[config.mk]
export PLATFORM = sky130hd
export DESIGN_NAME = hazard_scoreboard_flat
export DESIGN_NICKNAME = d
export VERILOG_FILES = /design/src/rtl/hazard_scoreboard_if.sv /design/src/rtl/hazard_scoreboard.sv /design/src/flat_wrapper.sv
export SDC_FILE = /design/constraint.sdc
export NUM_CORES = 1
export LEC_CHECK = 0
export ABC_AREA = 0
export CAP_MARGIN = 15
export CORE_MARGIN = 2
export CORE_UTILIZATION = 40
export DETAILED_ROUTE_END_ITERATION = 6
export GPL_TIMING_DRIVEN = 0
export PLACE_DENSITY = 0.83
export SLEW_MARGIN = 10
export SYNTH_ARGS = -nofsm -noshare
export SYNTH_HDL_FRONTEND = slang
export SYNTH_SLANG_ARGS = --single-unit
export TNS_END_PERCENT = 10
[constraint.sdc]
create_clock -name CLK -period 1.7 [get_ports CLK]
set_clock_uncertainty 0.05 [all_clocks]
set_input_delay 0.17 -clock CLK [delete_from_list [all_inputs] [get_ports CLK]]
set_output_delay 0.17 -clock CLK [all_outputs]
set_load 0.1 [all_outputs]
[src/rtl/hazard_scoreboard_if.sv]
// hazard_scoreboard_if
//   Bundles the ID-stage operand/destination description presented to the
//   hazard scoreboard together with the forwarding selects and stall it
//   returns.
//   master : ID stage drives rs/rt/UseRs/UseRt/WriteReg/RegWrite/MemRead/Flush,
//            and receives ForwardA/ForwardB/Stall.
//   slave  : scoreboard side, the mirror image.
//   REG_AW must match the REG_AW of the scoreboard it connects to.
interface hazard_scoreboard_if #(parameter int REG_AW = 5);
    logic [REG_AW-1:0] rs;
    logic [REG_AW-1:0] rt;
    logic              UseRs;
    logic              UseRt;
    logic [REG_AW-1:0] WriteReg;
    logic              RegWrite;
    logic              MemRead;
    logic              Flush;
    logic [1:0]        ForwardA;
    logic [1:0]        ForwardB;
    logic              Stall;

    modport master (
        output rs, rt, UseRs, UseRt, WriteReg, RegWrite, MemRead, Flush,
        input  ForwardA, ForwardB, Stall
    );

    modport slave (
        input  rs, rt, UseRs, UseRt, WriteReg, RegWrite, MemRead, Flush,
        output ForwardA, ForwardB, Stall
    );
endinterface

[src/rtl/hazard_scoreboard.sv]
// hazard_scoreboard
//   Tracks destination registers of instructions in EX/MEM/WB and, each cycle,
//   compares the ID-stage sources against them to produce forwarding selects
//   and a stall that holds PC and IF/ID while a bubble enters EX.
//   Ports:
//     CLK   : pipeline clock, rising edge
//     Reset : asynchronous, active-high; clears all tracking entries
//     bus   : hazard_scoreboard_if.slave (ID inputs in, ForwardA/B + Stall out)
//   Build option:
//     HAZARD_FORWARD_EN defined   : full forwarding, only load-use stalls.
//     HAZARD_FORWARD_EN undefined : no forwarding (selects tied to 00); any
//                                   EX or MEM match stalls until it retires.
//   Outputs are purely combinational from the entries and current ID inputs.
module hazard_scoreboard #(
    parameter int REG_AW = 5
) (
    input  logic              CLK,
    input  logic              Reset,
    hazard_scoreboard_if.slave bus
);

    typedef struct packed {
        logic              vld;
        logic [REG_AW-1:0] rd;
`ifdef HAZARD_FORWARD_EN
        logic              ld;
`endif
    } ent_t;

    ent_t ent_e, ent_m;
`ifdef HAZARD_FORWARD_EN
    ent_t ent_w;
`endif
    logic stall;

    // Entries only become valid for non-zero destinations, but the x != 0
    // term still guards against a stale register-0 compare.
    function automatic logic hit(input logic use_x, input logic [REG_AW-1:0] x,
                                 input ent_t s);
        return use_x && (x != '0) && s.vld && (s.rd == x);
    endfunction

    logic e_a, e_b, m_a, m_b;
    assign e_a = hit(bus.UseRs, bus.rs, ent_e);
    assign e_b = hit(bus.UseRt, bus.rt, ent_e);
    assign m_a = hit(bus.UseRs, bus.rs, ent_m);
    assign m_b = hit(bus.UseRt, bus.rt, ent_m);

`ifdef HAZARD_FORWARD_EN
    logic w_a, w_b;
    assign w_a = hit(bus.UseRs, bus.rs, ent_w);
    assign w_b = hit(bus.UseRt, bus.rt, ent_w);

    // Youngest producer wins.
    assign bus.ForwardA = e_a ? 2'b01 : m_a ? 2'b10 : w_a ? 2'b11 : 2'b00;
    assign bus.ForwardB = e_b ? 2'b01 : m_b ? 2'b10 : w_b ? 2'b11 : 2'b00;
    // Only a load in EX cannot be forwarded in time; one bubble moves it to MEM.
    assign stall = (e_a || e_b) && ent_e.ld;
`else
    assign bus.ForwardA = 2'b00;
    assign bus.ForwardB = 2'b00;
    // WB needs no stall: the register file writes in the first half-cycle.
    assign stall = e_a || e_b || m_a || m_b;
`endif

    assign bus.Stall = stall;

    always_ff @(posedge CLK or posedge Reset) begin
        if (Reset) begin
            ent_e <= '0;
            ent_m <= '0;
`ifdef HAZARD_FORWARD_EN
            ent_w <= '0;
`endif
        end else begin
            ent_m <= ent_e;
`ifdef HAZARD_FORWARD_EN
            ent_w <= ent_m;
`endif
            if (!stall && !bus.Flush) begin
                ent_e.vld <= bus.RegWrite && (bus.WriteReg != '0);
                ent_e.rd  <= bus.WriteReg;
`ifdef HAZARD_FORWARD_EN
                ent_e.ld  <= bus.MemRead;
`endif
            end else begin
                ent_e <= '0;
            end
        end
    end

endmodule

[src/flat_wrapper.sv]
// flat-port wrapper written by rule: the top's interface ports become plain ports
module hazard_scoreboard_flat 
#(
    parameter int REG_AW = 5
)
  (CLK, Reset, bus_rs, bus_rt, bus_UseRs, bus_UseRt, bus_WriteReg, bus_RegWrite, bus_MemRead, bus_Flush, bus_ForwardA, bus_ForwardB, bus_Stall);
  hazard_scoreboard_if #(.REG_AW(REG_AW)) bus_i ();
  input  logic CLK;
  input  logic Reset;
  input wire logic [$bits(bus_i.rs)-1:0] bus_rs;
  input wire logic [$bits(bus_i.rt)-1:0] bus_rt;
  input wire logic [$bits(bus_i.UseRs)-1:0] bus_UseRs;
  input wire logic [$bits(bus_i.UseRt)-1:0] bus_UseRt;
  input wire logic [$bits(bus_i.WriteReg)-1:0] bus_WriteReg;
  input wire logic [$bits(bus_i.RegWrite)-1:0] bus_RegWrite;
  input wire logic [$bits(bus_i.MemRead)-1:0] bus_MemRead;
  input wire logic [$bits(bus_i.Flush)-1:0] bus_Flush;
  output wire logic [$bits(bus_i.ForwardA)-1:0] bus_ForwardA;
  output wire logic [$bits(bus_i.ForwardB)-1:0] bus_ForwardB;
  output wire logic [$bits(bus_i.Stall)-1:0] bus_Stall;
  assign bus_i.rs = bus_rs;
  assign bus_i.rt = bus_rt;
  assign bus_i.UseRs = bus_UseRs;
  assign bus_i.UseRt = bus_UseRt;
  assign bus_i.WriteReg = bus_WriteReg;
  assign bus_i.RegWrite = bus_RegWrite;
  assign bus_i.MemRead = bus_MemRead;
  assign bus_i.Flush = bus_Flush;
  assign bus_ForwardA = bus_i.ForwardA;
  assign bus_ForwardB = bus_i.ForwardB;
  assign bus_Stall = bus_i.Stall;
  hazard_scoreboard #(.REG_AW(REG_AW)) u_core (.CLK(CLK), .Reset(Reset), .bus(bus_i));
endmodule
* Word level (Yosys, flattened, before mapping) *
Cells that the tools add are included.
W data, S select, Z words.

operators by class
  eq/ne operators = 4
  multiplexer cells = 1
  reduce and logical (&&, ||, !) cells = 20

operators with widths
  kind                 number
  $eq A5 B5 Y1         4
  $reduce_bool A5 Y1   3
  $logic_and A1 B1 Y1  12
  $mux W6              1
  $logic_or A1 B1 Y1   3
  $logic_not A1 Y1     2

word-level totals
  flip-flop bits (word level) = 12
  input bits = 22
  output and inout port bits = 5
  word-level logic and storage cells = 29

* Longest topological paths before layout *
Gate-level depths: netlist of run 1.

  depth after elaboration = 10
  gate-level depth with buffers = 5
  depth with buffers taken out = 5

* Worst setup path after synthesis of run 1 *
OpenSTA, ideal clock, no wires.

  path kind = register -> register
  start = reg u_core.ent_m[4] in the netlist's numbering
  end = reg u_core.ent_e[0] in the netlist's numbering
  setup time = 0.179 ns
  arrival = 1.989 ns
  data required time = 1.471 ns
  slack = -0.518 ns
  stages on the path, launching flop included = 6
  path buffers = 0
  period minus slack after synthesis = 2.218 ns
  cell sequence = dfrtp_1 xor2_1 nor4_1 a32oi_1 o22ai_2 nor3b_1

on the way
  longest elaborated chain between the ends = 7
  elaborated cells on any way between the ends = 9
  classes of those cells = eq/ne: 2; mux: 1; reduce/logical: 6

RTL lines
  what                     RTL line                 source
  start, declared          hazard_scoreboard.sv:30  ent_t ent_e, ent_m;
  start signal, assigned   hazard_scoreboard.sv:76  ent_m <= ent_e;
  $eq A5 B5 Y1             hazard_scoreboard.sv:40  return use_x && (x != '0) && s.vld && (s.rd == x);
  $logic_and A1 B1 Y1      hazard_scoreboard.sv:40
  $logic_or A1 B1 Y1       hazard_scoreboard.sv:63  assign stall = e_a || e_b || m_a || m_b;
  $logic_or A1 B1 Y1 (*)   hazard_scoreboard.sv:63
  named net bus_Stall      flat_wrapper.sv:20       output wire logic [$bits(bus_i.Stall)-1:0] bus_Stall;
  $logic_not A1 Y1 (*)     hazard_scoreboard.sv:80  if (!stall && !bus.Flush) begin
  $logic_and A1 B1 Y1 (*)  hazard_scoreboard.sv:80
  $mux W6 (*)              hazard_scoreboard.sv:80
  end, declared            hazard_scoreboard.sv:30

Mark *: on every way through the listed nets, which the timed path passes. The rest lies on a longest branch.

* Worst setup path in the final report of run 1 *
  start = in bus_rs[3]
  end = out bus_Stall

on the way
  longest elaborated chain between the ends = 7
  elaborated cells on any way between the ends = 11
  classes of those cells = eq/ne: 2; reduce/logical: 9

RTL lines
  what                                  RTL line                 source
  start, declared                       flat_wrapper.sv:10       input wire logic [$bits(bus_i.rs)-1:0] bus_rs;
  $reduce_bool A5 Y1                    hazard_scoreboard.sv:40
  $logic_and A1 B1 Y1 (3 in series)     hazard_scoreboard.sv:40
  $logic_or A1 B1 Y1                    hazard_scoreboard.sv:63
  $logic_or A1 B1 Y1 (*) (2 in series)  hazard_scoreboard.sv:63
  end, declared                         flat_wrapper.sv:20

Every way passes the cells marked *; elsewhere a longest branch is shown, timed or not.

==> flow_summary.json, run 1 <==
{
  "outcome": "finished, violations left",
  "failed_checks": "negative setup slack",
  "start_util_pct": 43.34,
  "synth_cell_types": 15,
  "crit_path_end_kind": "output port",
  "gr-total-overflow": 0,
  "finalPower_mw": 0.6544,
  "start_kind": "primary input",
  "finalSetupViolations": 7,
  "cts-root-buf": "clkbuf_4",
  "cts_tree": "built",
  "htreeDepth": 1,
  "yosys.area.top_type_share_pct": 44.94,
  "nets": 111,
  "via_per_inst": 5.204,
  "finalInstanceArea_um2": 970.9,
  "fin_setup_tns_ns": -0.4784,
  "p_leak_nw": 0.4313,
  "io_buffers": 21,
  "drt-initial-drc-count": 4,
  "r2r_end": "u_core.ent_e[4]",
  "most-common-layout-cells": "xor2_1 (16), clkdlybuf4s50_1 (16), dfrtp_1 (12)",
  "post-place-ws_ns": -1.327,
  "reg2reg_depth": 6,
  "min_path_type": "primary input to asynchronous set/reset pin",
  "grt.total_usage_pct": 16.76,
  "final-seq-area_um2": 300.3,
  "grt_pass1_vias": 575,
  "antenna_found_initial": 0,
  "min_period_ns": 1.971,
  "antennaDiodeCount": 0,
  "clkTransAtPathRegs_ns": 0.07,
  "slew_viol_final": 0,
  "ys_warn_count": 0,
  "critPathSlowestCell": "clkdlybuf4s50_1",
  "dp_hpwl_mm": 1.156,
  "max_cap_viol_count": 0,
  "hold_buffers": 0,
  "layout_setup_ws_ns": -0.2707,
  "via_count": 536,
  "dr.pass1.iters": 3,
  "cts_num_sinks": 12,
  "syn2layout_area_growth_pct": 45.32,
  "utilization_pct": 62.99,
  "max_freq_mhz": 507.4,
  "r2r_slack_ns": -0.01,
  "grt_max_degree": 13,
  "clk_latency_ns": 0.26,
  "slowest_delay_ns": 0.49,
  "netlist_top_cells_area": "dfrtp_1 (45%), xor2_1 (21%), nor3b_1 (5.6%)",
  "dieArea_mm2": 0.002013,
  "cp.depth": 6,
  "synth_area_per_cell_um2": 11.32,
  "max-vdd-ir-drop_v": 0.0005009,
  "crit_chain": "clkdlybuf4s50_1 -> xor2_1 -> nor4_1 -> a32oi_1 -> o22ai_4 -> buf_12",
  "place_congestion": 0.8860,
  "drc": 0,
  "die-width_um": 44.87,
  "syn_area_um2": 668.1,
  "synth_top_area_cell": "dfrtp_1",
  "dieHeight_um": 44.87,
  "multiInputGateArea_um2": 371.6,
  "nFillCells": 142,
  "critical_path_buf_inv_count": 2,
  "ant_nets": 0,
  "rows": 14,
  "place_inst": 99,
  "wl_per_cell_um": 14.07,
  "cts-buffers-inserted": 3,
  "cp_max_fo": 3,
  "critPathKind": "primary input to output port",
  "critical-path-top-delay-family": "buffers and inverters",
  "drive_above_1_share_pct": 18.39,
  "grt_pass1_wl_mm": 2.359,
  "drt-total-wl_mm": 1.449,
  "yosysSeqAreaShare_pct": 44.94,
  "clk_path_buf_depth": 2,
  "final_cells": 103,
  "holdWs_ns": 0.1525,
  "min_period_over_period_pct": 115.9,
  "dpl-instance-area_um2": 917.1,
  "required_ns": 1.48,
  "ios": 27,
  "cp_data_arrival_time_ns": 1.75,
  "core_mm2": 0.001541,
  "hold_violations": 0,
  "ys_ff_latch": 12,
  "syn_inst": 59,
  "power.density_mw_per_mm2": 674.0,
  "rsz0062_at_grt": "true",
  "rr_startpoint": "u_core.ent_m[4]"
}
==> registers in the layout (all words and copies together) (netlist names) <==
signal and count:
u_core.ent_e 6, u_core.ent_m 6
==> worst max path at each step <==
stage / from / to / slack (ns)
final: bus_rs[3] / bus_Stall / -0.27
after floorplan: u_core.ent_m[4] / u_core.ent_e[0] / -0.21
after CTS: u_core.ent_m[4] / bus_Stall / -0.32
after global routing: u_core.ent_m[4] / bus_Stall / -0.38
after detailed placement: bus_rt[0] / bus_Stall / -1.33
after global placement: bus_rs[3] / bus_Stall / -1.27
==> power by group <==
part / internal (mW) / switching (mW) / total, mW
registers: 0.301 / 0.0150 / 0.316
logic: 0.0806 / 0.0973 / 0.178
clock network: 0.0816 / 0.0785 / 0.160
total: 0.464 / 0.191 / 0.654
==> cells in the mapped netlist (all sizes together) <==
cell type / instances
a32oi: 2
and2: 2
buf: 4
conb: 1
dfrtp: 12
inv: 1
nor3: 1
nor3b: 5
nor4: 4
o21ai: 3
o22ai: 1
or4: 3
xnor2: 4
xor2: 16
==> timing repair <==
action,CTS,global route
buffers inserted,1,0
setup endpoints to repair,1,7
pin swaps,3,2
resized for setup,14,3
==> metal layers <==
metal / vias up / part of all wire (%) / track usage, % / routed length (um)
li1: 260 / - / - / -
met5: - / 0 / 0 / 0
met4: 0 / 0 / 8.824 / 0
met1: 257 / 39 / 16.54 / 560
met3: 0 / 6.3 / 2.800 / 92
met2: 19 / 55 / 32.75 / 797
==> cell families (layout without fill, tap and decap cells) <==
family | Yosys count | in the layout | share of synthesized area [%]
buf+inv | 5 | 30 | 5.056
flops | 12 | 12 | 44.94
simple gates | 15 | 15 | 15.35
other cells | 1 | 4 | 0.5613
compound gates | 6 | 6 | 7.865
xor+xnor | 20 | 20 | 26.22
==> cell type report <==
cell class	instances	share of cell area, %
Inverter	1	0.3866
Clock buffer	3	2.320
Sequential cell	12	30.93
Timing Repair Buffer	22	22.94
Multi-Input combinational cell	45	38.27
Tap cell	16	2.062
Buffer	4	3.093
(Power assumes the default switching activity.)
==> inputs of run 2 (changes only) <==
- CAP_MARGIN: 15 -> 10
- CELL_PAD_IN_SITES_DETAIL_PLACEMENT: not set -> 2
- CELL_PAD_IN_SITES_GLOBAL_PLACEMENT: not set -> 2
- CORE_UTILIZATION: 40 -> 25
- GPL_ROUTABILITY_DRIVEN: not set -> 0
- PLACE_DENSITY: 0.83 -> 0.85
==> flow_summary.json, run 2 (same netlist as run 1, synthesis figures left out) <==
{
  "outcome": "finished, violations left",
  "failed_checks": "negative setup slack",
  "ios": 27,
  "drt-total-wl_mm": 1.593,
  "via_count": 546,
  "clk_path_buf_depth": 2,
  "cts-root-buf": "clkbuf_4",
  "cts_tree": "built",
  "max-vdd-ir-drop_v": 0.0004156,
  "die-width_um": 55.70,
  "drive_above_1_share_pct": 20.88,
  "dpl-instance-area_um2": 934.6,
  "grt_pass1_vias": 568,
  "slew_viol_final": 0,
  "power.density_mw_per_mm2": 699.7,
  "wl_per_cell_um": 13.17,
  "layout_setup_ws_ns": -0.2433,
  "cp_max_fo": 3,
  "wl_met1_um": 603,
  "via_per_inst": 4.512,
  "cp_data_arrival_time_ns": 1.72,
  "final_common_cell": "clkdlybuf4s50_1",
  "drc": 0,
  "critPathSlowestCell": "clkdlybuf4s50_1",
  "grt_max_degree": 13,
  "gr-total-overflow": 0,
  "ant_nets": 0,
  "hold_violations": 0,
  "rows": 18,
  "switching_share_pct": 27.76,
  "wl_met2_um": 883,
  "max_cap_viol_count": 0,
  "finalInstanceArea_mm2": 0.001028,
  "clkTransAtPathRegs_ns": 0.07,
  "dieArea_mm2": 0.003102,
  "min_path_type": "primary input to asynchronous set/reset pin",
  "p_leak_nw": 0.4414,
  "rsz0062_at_grt": "true",
  "most-common-layout-cells": "clkdlybuf4s50_1 (20), xor2_1 (16), dfrtp_1 (12)",
  "cts-buffers-inserted": 3,
  "required_ns": 1.48,
  "utilization_pct": 41.14,
  "antennaDiodeCount": 0,
  "start_kind": "primary input",
  "pwr-share-comb_pct": 26.3,
  "min_period_ns": 1.943,
  "htreeDepth": 1,
  "crit_chain": "clkdlybuf4s50_1 -> xor2_1 -> nor4_1 -> a32oi_1 -> o22ai_4 -> buf_12",
  "start_util_pct": 26.73,
  "wl_met3_um": 107,
  "max_freq_mhz": 514.6,
  "top_regs": "u_core.ent_e (6), u_core.ent_m (6)",
  "clk_latency_ns": 0.26,
  "crit_path_end_kind": "output port",
  "dp_hpwl_mm": 1.332,
  "p_sw_mw": 0.1998,
  "post-place-ws_ns": -1.317,
  "slowest_delay_ns": 0.48,
  "dr.pass1.iters": 2,
  "antenna_found_initial": 0,
  "clkPwrFrac_pct": 29.7,
  "grt_pass1_wl_mm": 2.615,
  "top_layer": "met3",
  "core_mm2": 0.002500,
  "holdWs_ns": 0.1447,
  "finalSetupViolations": 7,
  "min_period_over_period_pct": 114.3,
  "pwr-share-seq_pct": 44.0,
  "dieHeight_um": 55.70,
  "drt-initial-drc-count": 3,
  "grt.total_usage_pct": 10.99,
  "cts_num_sinks": 12,
  "nets": 114,
  "syn2layout_area_growth_pct": 53.93,
  "io_buffers": 21,
  "power.internal_mw": 0.5198,
  "critPathKind": "primary input to output port"
}
run 2: cell count changes in the layout (fill, tap and decap cells not counted), moves of 2 or more:
cell | before | now
nor3b_2 | 3 | 0
buf_4 | 5 | 8
nor4_2 | 0 | 2
nor4_1 | 4 | 2
dlygate4sd2_1 | 4 | 0
nor3b_1 | 2 | 5
clkdlybuf4s50_1 | 16 | 20
run 2: final cells by class:
cell class,count,area [um2]
Buffer,4,30.03
Clock buffer,4,36.28
Fill cell,271,1471
Inverter,1,3.754
Multi-Input combinational cell,45,370.4
Sequential cell,12,300.3
Tap cell,30,37.54
Timing Repair Buffer,25,250.2
run 2: routing by layer:
metal	global-route usage [%]	up-vias
met5	0	-
met4	5.226	0
li1	-	265
met3	3.721	0
met2	18.88	18
met1	12.07	263
run 2: worst max-delay path, delay by kind of cell:
family	cells	cell delay, ns
buffers and inverters	2	0.68
AO/OA/AOI/OAI	2	0.36
XOR/XNOR	1	0.20
AND/OR/NAND/NOR	1	0.31
run 2: through the flow:
step                      TNS [ns]  power (mW)  instances
after global routing        -1.126      0.7666        121
after global placement      -2.509      0.4935        113
final                      -0.5749      0.7196        121
after detailed placement    -2.627      0.5000        113
after floorplan             -1.326      0.4224         62
after CTS                  -0.6183      0.7250        118
run 2: power by group through the flow:
stage / combinational [mW] / clock (mW) / sequential [mW]
2_1_floorplan: 0.104 / 0 / 0.318
3_3_place_gp: 0.171 / 0 / 0.322
3_5_place_dp: 0.177 / 0 / 0.323
4_1_cts: 0.180 / 0.228 / 0.317
5_1_grt: 0.205 / 0.242 / 0.319
6_report: 0.189 / 0.214 / 0.317
run 2: path summary, 6_finish.rpt:
check / start / to / slack (ns) / depth (start not counted)
max in group asynchronous: Reset / u_core.ent_m[1] / 1.16 / 2
min: Reset / u_core.ent_e[2] / 0.14 / 2
max reg2reg: u_core.ent_e[1] / u_core.ent_e[2] / 0.01 / 7
min in group CLK: u_core.ent_e[5] / u_core.ent_m[5] / 0.35 / 0
max: bus_rt[1] / bus_Stall / -0.24 / 6
min reg2reg: u_core.ent_e[5] / u_core.ent_m[5] / 0.35 / 0
run 2: repair_timing:
| action | in CTS | in global routing |
|---|---|---|
| pin swaps | 3 | 4 |
| resized for setup | 9 | 3 |
| hold buffers | 0 | 0 |
| endpoints found under the setup margin | 1 | 7 |
| setup buffers | 1 | 3 |
==> inputs of run 3 (changes only) <==
- ABC_AREA: 0 -> 1
- CORE_UTILIZATION: 25 -> 20
- PLACE_DENSITY: 0.85 -> 0.8
- clock period: 1.7 -> 1.59 ns (I/O delays scaled with it)
==> flow_summary.json, run 3 <==
{
  "cts_num_sinks": 12,
  "crit_path_end_kind": "output port",
  "final_cells": 191,
  "grt_pass1_vias": 859,
  "layout_setup_ws_ns": -0.1304,
  "final_common_cell": "nand2_1",
  "synthXorXnorAreaFrac_pct": 13.59,
  "dieArea_mm2": 0.004380,
  "synth_commonest_cells": "nand2_1 (31), nor2_1 (22), inv_1 (19)",
  "power.density_mw_per_mm2": 767.4,
  "endpoint": "bus_Stall",
  "grt_pass1_wl_mm": 3.726,
  "min_period_ns": 1.720,
  "synthFlopType": "dfrtp_1",
  "ys_warn_count": 0,
  "drt-total-wl_mm": 2.196,
  "holdWs_ns": 0.1728,
  "rows": 22,
  "min_path_type": "primary input to asynchronous set/reset pin",
  "synth-edff-count": 0,
  "core_mm2": 0.003689,
  "start_util_pct": 20.96,
  "cp_max_fo": 3,
  "hold_violations": 0,
  "critPathKind": "primary input to output port",
  "start_kind": "primary input",
  "startpoint": "bus_rs[4]",
  "synth_top_area_cell": "dfrtp_1",
  "ant_nets": 0,
  "synth-simple-area-share_pct": 33.33,
  "via_count": 765,
  "rsz0062_at_grt": "true",
  "grt_max_degree": 13,
  "cp_data_arrival_time_ns": 1.51,
  "r2r_end": "u_core.ent_e[4]",
  "yosysMostFrequentCell": "nand2_1",
  "nets": 166,
  "drc": 0,
  "min_period_over_period_pct": 108.2,
  "clk_path_buf_depth": 2,
  "clk_latency_ns": 0.24,
  "netlist_top_cells_area": "dfrtp_1 (39%), nand2_1 (15%), nor2_1 (11%)",
  "syn2layout_area_growth_pct": 48.87,
  "synth_top_family_by_area": "simple AND/OR/NAND/NOR gates",
  "cts_tree": "built",
  "outcome": "finished, violations left",
  "failed_checks": "negative setup slack",
  "finalSetupViolations": 4,
  "drt-initial-drc-count": 11,
  "cts-root-buf": "clkbuf_8",
  "gr-total-overflow": 0,
  "antennaDiodeCount": 0,
  "cts-buffers-inserted": 3,
  "max_cap_viol_count": 0,
  "drive_above_1_share_pct": 15.38,
  "yosys.area.top_type_share_pct": 38.83,
  "dr.pass1.iters": 2,
  "r2r_slack_ns": 0,
  "dp_hpwl_mm": 1.873,
  "max-vdd-ir-drop_v": 0.0003356,
  "finalPower_mw": 0.8834,
  "grt.total_usage_pct": 11.53,
  "ios": 27,
  "synth_mux_area_share_pct": 0,
  "p_leak_nw": 0.6242,
  "hold_buffers": 0,
  "required_ns": 1.38,
  "wl_per_cell_um": 11.50,
  "most-common-layout-cells": "nand2_1 (30), nor2_1 (18), inv_1 (17)",
  "via_per_inst": 4.005,
  "rr_startpoint": "u_core.ent_e[0]",
  "die-width_um": 66.18,
  "syn_area_um2": 773.2,
  "slew_viol_final": 0,
  "reg2reg_depth": 10,
  "io_buffers": 21,
  "synth_compound_area_share_pct": 0.6472,
  "place_inst": 184,
  "nFillCells": 469,
  "htreeDepth": 1,
  "synth_area_per_cell_um2": 6.904,
  "synth_cell_types": 14,
  "ys_ff_latch": 12,
  "max_freq_mhz": 581.2,
  "clkTransAtPathRegs_ns": 0.05,
  "antenna_found_initial": 0,
  "synthArstFlopShare_pct": 100.0,
  "yosysSeqAreaShare_pct": 38.83,
  "top_regs": "u_core.ent_e (6), u_core.ent_m (6)",
  "synthAdderAreaFrac_pct": 0,
  "dieHeight_um": 66.18,
  "syn_inst": 112
}
==> run 3: worst max-delay path: stages <==
cell and delay [ns]:
clkdlybuf4s50_1 0.49, nor2_1 0.14, nand3_1 0.08, nand2_1 0.06, inv_1 0.05, nand2_1 0.07
nor2_2 0.04, nor2_2 0.16, nand2_2 0.09, buf_12 0.17
==> run 3: cell type report <==
class / count / area (um2) / area share, %
clock buffer: 4 / 55.05 / 4.783
inverter: 19 / 71.32 / 6.196
sequential: 12 / 300.3 / 26.09
timing repair buffer: 24 / 239.0 / 20.76
multi-input combinational: 80 / 395.4 / 34.35
tap: 48 / 60.06 / 5.217
buffer: 4 / 30.03 / 2.609
==> run 3: layer usage <==
metal,vias to the layer above,global-route usage (%),wire [um]
li1,381,-,-
met1,364,12.53,893
met2,18,21.50,1189
met3,2,1.363,86
met4,0,6.122,26
met5,-,0,0
==> run 3: how the worst min path moves through the flow <==
stage	endpoint	slack, ns	cells past startpoint
floorplan	u_core.ent_e[0]	-0.03	1
global placement	u_core.ent_m[5]	0.37	0
detailed placement	u_core.ent_m[5]	0.37	0
CTS	u_core.ent_e[2]	0.18	2
global route	u_core.ent_m[3]	0.21	2
finish	u_core.ent_m[3]	0.17	2
==> run 3: cell families after synthesis <==
| family | after synthesis |
|---|---|
| other | 1 |
| xor gates and xnor gates | 12 |
| and+or+nand+nor | 63 |
| DFF | 12 |
| AOI/OAI and AO/OA | 1 |
| buffers and inverters | 23 |
==> run 3: through the flow <==
step / instance area (um2) / setup TNS, ns / utilization, % / setup WS (ns)
finish: 1151 / -0.1392 / 31.21 / -0.1304
global route: 1151 / -1.090 / 31.21 / -0.2352
CTS: 1141 / -0.4474 / 30.94 / -0.1736
detailed placement: 1057 / -2.286 / 28.66 / -1.208
global placement: 1057 / -1.380 / 28.66 / -1.100
floorplan: 787.0 / 0 / - / 0.1624
==> run 3: what timing repair did <==
item	CTS	global route
setup endpoints to repair	1	7
setup buffers	3	0
gates resized for setup	18	6
pin swaps	8	5
==> run 3: power by group <==
group	internal (mW)	switching (mW)	leakage (nW)	total, mW
combinational	0.0886	0.124	0.441	0.213
sequential	0.323	0.0184	0.155	0.341
clock	0.219	0.111	0.0288	0.329
total	0.630	0.253	0.624	0.883
